==> config.mk <==
export PLATFORM = sky130hd
export DESIGN_NAME = pc_gen
export DESIGN_NICKNAME = d
export VERILOG_FILES = /design/src/rtl/pc_gen_pkg.sv /design/src/rtl/pc_gen_rr_pick.sv /design/src/rtl/pc_gen.sv
export SDC_FILE = /design/constraint.sdc
export NUM_CORES = 1
export LEC_CHECK = 0
export CAP_MARGIN = 20
export CORE_UTILIZATION = 50
export CTS_CLUSTER_SIZE = 40
export DETAILED_ROUTE_END_ITERATION = 12
export PLACE_DENSITY = 0.71
export SLEW_MARGIN = 20
export SYNTH_ARGS = -nofsm -noshare
export SYNTH_HDL_FRONTEND = slang
export SYNTH_SLANG_ARGS = --single-unit
==> constraint.sdc <==
create_clock -name clk -period 5.2 [get_ports clk]
set_input_delay 1.04 -clock clk [delete_from_list [all_inputs] [get_ports clk]]
set_output_delay 1.04 -clock clk [all_outputs]
set_load 0.01 [all_outputs]
==> src/rtl/pc_gen_pkg.sv <==
// rtl/pc_gen_pkg.sv - shared definitions for the PC generator
package pc_gen_pkg;

  localparam logic [31:0] INIT_32        = 32'h0000_0000;
  localparam logic [31:0] RESET_VEC_DEF  = INIT_32;
  localparam int          INST_BYTES_DEF = 4;

  // Thread-id width; a single thread still gets a one-bit id port.
  function automatic int tid_w(input int n);
    return (n > 1) ? $clog2(n) : 1;
  endfunction

endpackage

==> src/rtl/pc_gen_rr_pick.sv <==
// rtl/pc_gen_rr_pick.sv - first requester at or after a pointer, wrapping
module rr_pick
  import pc_gen_pkg::*;
#(
  parameter int N = 2,
  localparam int W = tid_w(N)
) (
  input  logic [N-1:0] req,
  input  logic [W-1:0] ptr,
  output logic         found,
  output logic [W-1:0] idx
);

  logic [2*N-1:0] rot;

  always_comb begin
    int k;
    k     = 0;
    found = 1'b0;
    idx   = '0;
    // Rotating a doubled copy puts the pointer position at bit 0.
    rot   = {req, req} >> ptr;
    for (int i = 0; i < N; i++) begin
      if (!found && rot[i]) begin
        found = 1'b1;
        k     = int'(ptr) + i;
        if (k >= N) k = k - N;
        idx   = W'(k);
      end
    end
  end

endmodule

==> src/rtl/pc_gen.sv <==
// rtl/pc_gen.sv - multithreaded PC generator with round-robin fetch select
module pc_gen
  import pc_gen_pkg::*;
#(
  parameter int               XLEN       = 32,
  parameter int               NTHREAD    = 2,
  parameter logic [XLEN-1:0]  RESET_VEC  = XLEN'(RESET_VEC_DEF),
  parameter int               INST_BYTES = INST_BYTES_DEF,
  localparam int              TW         = tid_w(NTHREAD)
) (
  input  logic               clk,
  input  logic               rst,
  input  logic [NTHREAD-1:0] thread_en,
  input  logic               stall,
  input  logic               flush_valid,
  input  logic [TW-1:0]      flush_tid,
  input  logic               redir_valid,
  input  logic [TW-1:0]      redir_tid,
  input  logic [XLEN-1:0]    redir_pc,
  output logic               fetch_valid,
  output logic [TW-1:0]      fetch_tid,
  output logic [XLEN-1:0]    fetch_pc,
  output logic               misalign
);

  localparam logic [XLEN-1:0] LOW_MASK = XLEN'(INST_BYTES - 1);
  localparam logic [XLEN-1:0] STEP     = XLEN'(INST_BYTES);

  logic [XLEN-1:0] pc_q [NTHREAD];
  logic [XLEN-1:0] pc_d [NTHREAD];
  logic [TW-1:0]   rr_q;
  logic [TW-1:0]   sel;
  logic            sel_found;
  logic [XLEN-1:0] sel_pc;
  logic [TW-1:0]   rr_next;
  logic            flush_ok, redir_ok, redir_acc;
  logic            sel_hit, hold_hit, fetch_go;

  rr_pick #(.N(NTHREAD)) u_pick (
    .req   (thread_en),
    .ptr   (rr_q),
    .found (sel_found),
    .idx   (sel)
  );

  assign flush_ok  = flush_valid && (int'(flush_tid) < NTHREAD);
  assign redir_ok  = redir_valid && (int'(redir_tid) < NTHREAD);
  assign redir_acc = redir_ok && !(flush_ok && flush_tid == redir_tid);

  // A thread being retargeted this cycle must not also issue its stale PC.
  assign sel_hit  = (flush_ok && flush_tid == sel) || (redir_ok && redir_tid == sel);
  assign hold_hit = (flush_ok && flush_tid == fetch_tid) || (redir_ok && redir_tid == fetch_tid);
  assign fetch_go = !stall && sel_found && !sel_hit;
  assign rr_next  = (int'(sel) == NTHREAD - 1) ? '0 : sel + TW'(1);

  always_comb begin
    sel_pc = RESET_VEC;
    for (int t = 0; t < NTHREAD; t++) begin
      if (int'(sel) == t) sel_pc = pc_q[t];
    end
  end

  always_comb begin
    for (int t = 0; t < NTHREAD; t++) begin
      pc_d[t] = pc_q[t];
      if (flush_ok && int'(flush_tid) == t)
        pc_d[t] = RESET_VEC;
      else if (redir_acc && int'(redir_tid) == t)
        pc_d[t] = redir_pc & ~LOW_MASK;
      else if (fetch_go && int'(sel) == t)
        pc_d[t] = pc_q[t] + STEP;
    end
  end

  always_ff @(posedge clk or negedge rst) begin
    if (!rst) begin
      for (int t = 0; t < NTHREAD; t++) pc_q[t] <= RESET_VEC;
      rr_q        <= '0;
      fetch_valid <= 1'b0;
      fetch_tid   <= '0;
      fetch_pc    <= RESET_VEC;
      misalign    <= 1'b0;
    end else begin
      for (int t = 0; t < NTHREAD; t++) pc_q[t] <= pc_d[t];
      misalign <= redir_acc && |(redir_pc & LOW_MASK);
      if (stall) begin
        if (hold_hit) fetch_valid <= 1'b0;
      end else if (fetch_go) begin
        fetch_valid <= 1'b1;
        fetch_tid   <= sel;
        fetch_pc    <= sel_pc;
        rr_q        <= rr_next;
      end else begin
        fetch_valid <= 1'b0;
      end
    end
  end

endmodule
==> run_results.csv, run 1 <==
group,metric,value,unit
outcome,outcome,"finished, final reports clean",
drt,vias,4440,
cts,cts_resized,0,
power_and_ir_drop,max-vdd-ir-drop,0.137,mV
sta,maxSlewHeadroom,24.3,%
run,cap_violations,0,
sta,rsz0062_at_grt,"false",
synthesis,ys.flop_type,"dfrtp_1",
synthesis,synthesis.area,5020,um2
sta,tns,0,ns
sta,min_period,3.06,ns
cts,cts_hold_repair.buffers,0,
global_route,grt_overflow_total,0,
global_route,antenna_found_initial,0,
placed_design,io_buffers,73,
worst_setup_path,critical_path.top_delay_family,"simple AND/OR/NAND/NOR gates",
worst_setup_path,cp.arrival,3.32,ns
sta,clock_skew,0.00771,ns
placed_design,gp_congestion,0.808,
worst_setup_path,cp_slowest_stage_delay,0.90,ns
floorplanning,coreArea,9730,um2
power_and_ir_drop,p_total,1930,uW
sta,fin_crit_sh,58.8,%
floorplanning,std_cell_rows,36,
worst_hold_path,hold_path_class,"reg -> reg",
cts,cts.clk_slew.worst_paths,0.09,ns
synthesis,yosys_register_bits,94,
floorplanning,fp.dieH,102,um
sta,fmax,327,MHz
sta,setup_violations,0,
cts,clock-sinks,94,
cts,worstSkewPairLatency,0.36,ns
cts,h-tree-depth,3,
cells_and_area,antennaDiodeCount,0,
drt,drt-vias-per-instance,6.13,
worst_setup_path,critPathSlowestCell,"nor3_2",
drt,routed_wl,13.1,mm
synthesis,yosysSeqAreaShare,46.9,%
synthesis,synthArstFlopShare,100,%
global_route,grt_pass1_wl,21.2,mm
synthesis,synth.avg_cell_area,9.43,um2
synthesis,synth-edff-count,0,
worst_setup_path,worst-path-stages,6,
cts,numCtsBuffers,9,
worst_setup_path,crit_chain,"clkdlybuf4s50_1 -> a21bo_2 -> nor3_2 -> nand2_1 -> xor2_1 -> a211oi_1",
sta,worst_pin_slew,1.13,ns
floorplanning,start_util,51.6,%
worst_hold_path,min_path_cells,2,
cts,cts_tree,"done",
worst_hold_path,hp-start,"fetch_valid",
floorplanning,die_w,102,um
power_and_ir_drop,power_density,322,nW/um2
worst_setup_path,worstRegToRegCells,6,
power_and_ir_drop,leakagePower,0.00246,uW
worst_setup_path,start_kind,"input port",
drt,first_pass_iters,7,
cells_and_area,area_growth,19.4,%
placed_design,dp_hpwl,8.93,mm
cells_and_area,multi_input_area,2390,um2
drt,post_drt_wl_per_cell,18.1,um
floorplanning,ios,76,
cells_and_area,nets,631,
global_route,grt_max_degree,60,
cts,clock_path_buffers,2,
drt,drtIter0Drc,306,
synthesis,netlist-cell-type-count,45,
worst_setup_path,critPathBufInv,1,
worst_setup_path,crit_fanout,11,
synthesis,synth_warnings,0,
floorplanning,fp.dieArea,10400,um2
cts,cts_setup_buffers,0,
worst_setup_path,startpoint,"thread_en[0]",
sta,hold_viol_final,0,
worst_setup_path,critPathCaptureType,"flop",
synthesis,synthesis.instances,532,
sta,drv_slew,0,
cells_and_area,drive_above_1_share,5.92,%
global_route,grt_pass1_vias,4238,
cells_and_area,n_fill_cell,849,
worst_setup_path,critPathKind,"in -> reg",
global_route,track_usage,26.3,%
worst_setup_path,crit-reg2reg-launch,"pc_q[34]",
cts,cts_root_buf,"clkbuf_8",
drt,antenna_left,0,
cells_and_area,regArea,2350,um2
worst_setup_path,cp.required,5.47,ns
drt,drc,0,
-- flip-flops by register name (all words and copies together), names as in the netlist --
| name | flops |
|---|---|
| fetch_pc | 30 |
| misalign | 1 |
| fetch_valid | 1 |
| rr_q | 1 |
| fetch_tid | 1 |
| pc_q | 60 |
-- area by class of cell --
class | instances | area share (%)
clock inverters | 4 | 0.835
repair buffers | 80 | 13.0
well taps | 133 | 2.78
flip-flops and latches | 94 | 39.2
multi-input cells | 368 | 39.8
inverters | 35 | 2.19
clock buffers | 10 | 2.13
-- cells by family (layout without fill, tap and decap cells) --
group | Yosys count | in the layout | synth area share (%)
flip-flops | 94 | 94 | 46.9
AND/OR/NAND/NOR | 155 | 155 | 17.2
other | 1 | 2 | 0.0747
AO/OA/AOI/OAI | 153 | 153 | 19.5
XOR/XNOR | 56 | 56 | 9.77
adder cells (fa/ha/maj) | 2 | 2 | 0.499
buffers and inverters | 71 | 129 | 6.06
-- where the power goes --
part | switching [uW] | total [uW] | internal (uW)
Clock | 243 | 459 | 216
Combinational | 218 | 487 | 269
Sequential | 129 | 984 | 855
Total | 590 | 1930 | 1340
-- through the flow --
| step | worst slack, ns | hold slack, ns | cells | utilization, % | area (um2) |
|---|---|---|---|---|---|
| after floorplan | 2.76 | 0.493 | 533 | - | 5020 |
| after global placement | 1.86 | 0.492 | 710 | 59.8 | 5810 |
| after detailed placement | 1.83 | 0.508 | 710 | 59.8 | 5810 |
| after CTS | 2.18 | 0.527 | 724 | 61.6 | 5990 |
| after global routing | 1.99 | 0.550 | 724 | 61.6 | 5990 |
| final | 2.14 | 0.521 | 724 | 61.6 | 5990 |
-- final timing paths --
kind | to | slack [ns]
max reg2reg | pc_q[44] | 2.80
min | fetch_valid | 0.52
min in group asynchronous | pc_q[36] | 0.71
min reg2reg | fetch_valid | 0.52
max | pc_q[44] | 2.14
max in group asynchronous | pc_q[26] | 3.48
-- cells in the mapped netlist, drive strengths merged (3+ instances only) --
library cell,n,area share (%)
a211oi,7,1.0
a21oi,50,5.0
a222oi,30,6.0
a311oi,3,0.52
and2,3,0.40
and3,12,1.5
and4,9,1.6
buf,15,1.9
clkbuf,21,1.6
dfrtp,94,47
inv,35,2.6
nand2,29,2.2
nand2b,4,0.50
nand3,23,2.4
nand4,24,3.0
nor2,15,1.1
nor2b,4,0.55
nor3,15,1.5
nor4,9,1.2
o21ai,54,5.4
xnor2,26,4.5
xor2,30,5.2
-- per-layer routing --
layer  up-vias  routed length (um)  share of wire, %  track usage [%]
met5         -                   0                 0                0
met4         0                 267               2.0             10.4
met3        22                 894               6.8             4.04
met2       174                6080                46             41.1
met1      2174                5860                45             37.0
li1       2070                   -                 -                -
-- layout by cell type (no fill, tap or decap), types with 14 or more instances in the layout --
cell,instances
a21oi_1,50
a222oi_1,30
clkdlybuf4s50_1,72
dfrtp_1,94
inv_1,35
nand2_1,29
nand3_1,22
nand4_1,24
nor2_1,14
o21ai_0,53
xnor2_1,26
xor2_1,30
-- worst reg2reg max path: stages (launching register included) --
cell and delay (ns):
dfrtp_1 0.45, ha_1 0.23, nand4_1 0.16, nor3_2 0.88
nand2_1 0.15, xor2_1 0.19, a211oi_1 0.24
Note: power is estimated with default switching activity, not from simulation.
==> run 2: changes to the inputs <==
CORE_UTILIZATION = 49   (was 50)
PLACE_DENSITY = 0.72   (was 0.71)
clock period = 2.5 ns   (was 5.2 ns; I/O delays follow)
==> run_results.csv, run 2 (synthesized netlist as in run 1, its figures left out) <==
group,metric,value,unit
cts,clock-sinks,94,
power_and_ir_drop,p_sw_share,30.6,%
power_and_ir_drop,clock_power_share,26.7,%
sta,min_period,2.25,ns
global_route,grtUsageMet3,3.23,%
floorplanning,coreArea,9860,um2
power_and_ir_drop,power_density,673,nW/um2
global_route,grt_use_met2,44.8,%
floorplanning,fp.dieH,103,um
placed_design,gp_congestion,0.876,
cts,cts_setup_buffers,0,
drt,antenna_left,0,
worst_hold_path,hold_path_class,"in -> async",
cts,cts_tree,"done",
cts,h-tree-depth,3,
placed_design,dp.cells,738,
cts,cts_resized,0,
global_route,grt_overflow_total,0,
cells_and_area,n_fill_cell,817,
cells_and_area,antennaDiodeCount,0,
floorplanning,fp.dieArea,10700,um2
global_route,grt_pass1_wl,22.4,mm
sta,fin_crit_sh,90.2,%
worst_setup_path,cp_slowest_stage_delay,0.49,ns
placed_design,placed_area,6080,um2
worst_setup_path,critPathKind,"in -> reg",
worst_setup_path,cp.arrival,2.53,ns
placed_design,preCtsSetupSlack,-0.0765,ns
cts,worstSkewPairLatency,0.35,ns
power_and_ir_drop,power_switching,1300,uW
global_route,antenna_found_initial,0,
global_route,use_met1,39.4,%
sta,setup_violations,0,
drt,drc,0,
sta,setup_slack,0.245,ns
cells_and_area,regArea,2350,um2
sta,rsz0062_at_grt,"false",
global_route,busiest_layer,"met2",
power_and_ir_drop,combPwrFrac,25.1,%
worst_setup_path,worstRegToRegCells,7,
cts,cts_hold_repair.buffers,0,
worst_setup_path,crit_chain,"clkdlybuf4s50_1 -> a21bo_2 -> buf_4 -> nor4_2 -> buf_4 -> nand4_1 -> xor2_1 -> a21oi_1",
sta,fmax,443,MHz
floorplanning,die_w,103,um
drt,vias,4550,
floorplanning,std_cell_rows,36,
global_route,grt_pass1_vias,4410,
cells_and_area,drive_above_1_share,10.3,%
cells_and_area,fin_cells,754,
worst_setup_path,start_kind,"input port",
placed_design,io_buffers,73,
sta,hold_viol_final,0,
power_and_ir_drop,max-vdd-ir-drop,0.320,mV
worst_setup_path,cpMostUsedCell,"buf_4",
cells_and_area,max_flop_register,"pc_q",
worst_setup_path,critPathSlowestCell,"clkdlybuf4s50_1",
cells_and_area,mostFrequentLayoutCells,"dfrtp_1, clkdlybuf4s50_1, o21ai_0",
drt,first_pass_iters,8,
cells_and_area,final_common_cell,"dfrtp_1",
cts,cts_root_buf,"clkbuf_8",
power_and_ir_drop,p_total,4240,uW
cells_and_area,fin_area,6300,um2
cells_and_area,top_regs,"pc_q: 60 flops, fetch_pc: 30 flops",
drt,drtIter0Drc,472,
floorplanning,ios,76,
worst_setup_path,cp.required,2.77,ns
cells_and_area,multi_input_area,2380,um2
drt,post_drt_wl_per_cell,18.3,um
sta,drv_slew,0,
global_route,track_usage,27.6,%
cts,clock_path_buffers,2,
worst_setup_path,critPathCaptureType,"flop",
cells_and_area,area_growth,25.6,%
cells_and_area,nets,659,
drt,drt-vias-per-instance,6.03,
outcome,outcome,"finished, final reports clean",
cells_and_area,largest_reg_flops,60,
cts,cts.clk_slew.worst_paths,0.10,ns
power_and_ir_drop,leakagePower,0.00265,uW
global_route,grt_max_degree,59,
power_and_ir_drop,seqPwrFrac,48.3,%
drt,routed_wl,13.8,mm
power_and_ir_drop,intPower,2940,uW
worst_setup_path,crit_fanout,9,
run,cap_violations,0,
placed_design,dp_hpwl,9.65,mm
sta,clock_skew,0.0178,ns
cts,numCtsBuffers,9,
floorplanning,start_util,50.9,%
## run 2: changes by cell type in the layout (fill, tap and decap cells not counted), sizes merged
| cell | previous run | this run |
|---|---|---|
| buf | 8 | 36 |
| bufinv | 1 | 2 |
| clkbuf | 10 | 9 |
| clkinv | 1 | 2 |
| clkinvlp | 2 | 1 |
| inv | 35 | 37 |
## run 2: power by group through the flow
| stage | sequential [uW] | clock, uW | combinational, uW |
|---|---|---|---|
| floorplan | 2060 | 0 | 479 |
| global placement | 2060 | 0 | 1040 |
| detailed placement | 2070 | 0 | 1060 |
| CTS | 2040 | 1150 | 1070 |
| global route | 2080 | 1210 | 1170 |
| finish | 2050 | 1130 | 1060 |
## run 2: path summary, 6_finish.rpt
kind,startpoint,endpoint,slack (ns)
max,thread_en[0],pc_q[59],0.25
min in group clk,fetch_valid,fetch_valid,0.52
max in group asynchronous,rst,pc_q[17],1.76
max reg2reg,rr_q,pc_q[59],0.49
min reg2reg,fetch_valid,fetch_valid,0.52
min,rst,misalign,0.09
## run 2: per-layer routing
metal	routed length, um	vias to the layer above
met1	6160	2216
met4	146	0
li1	-	2135
met5	0	-
met3	824	15
met2	6670	184
## run 2: through the flow
stage               TNS [ns]  hold slack (ns)  utilization, %
global placement      -0.441            0.479            61.7
global route               0            0.100            63.9
detailed placement    -0.608            0.481            61.7
finish                     0           0.0861            63.9
CTS                        0           0.0965            63.9
floorplan                  0            0.204               -
## run 2: layout make-up
| type | instances | area share, % |
|---|---|---|
| inverters | 35 | 2.08 |
| multi-input cells | 368 | 37.7 |
| flip-flops and latches | 94 | 37.3 |
| clock buffers | 9 | 1.97 |
| clock inverters | 7 | 1.51 |
| well taps | 133 | 2.64 |
| repair buffers | 108 | 16.7 |
## run 2: critical path, delay by kind of cell
family,cells,cell delay (ns)
AO/OA/AOI/OAI,2,0.38
XOR/XNOR,1,0.16
buffers and inverters,3,0.93
AND/OR/NAND/NOR,2,0.56
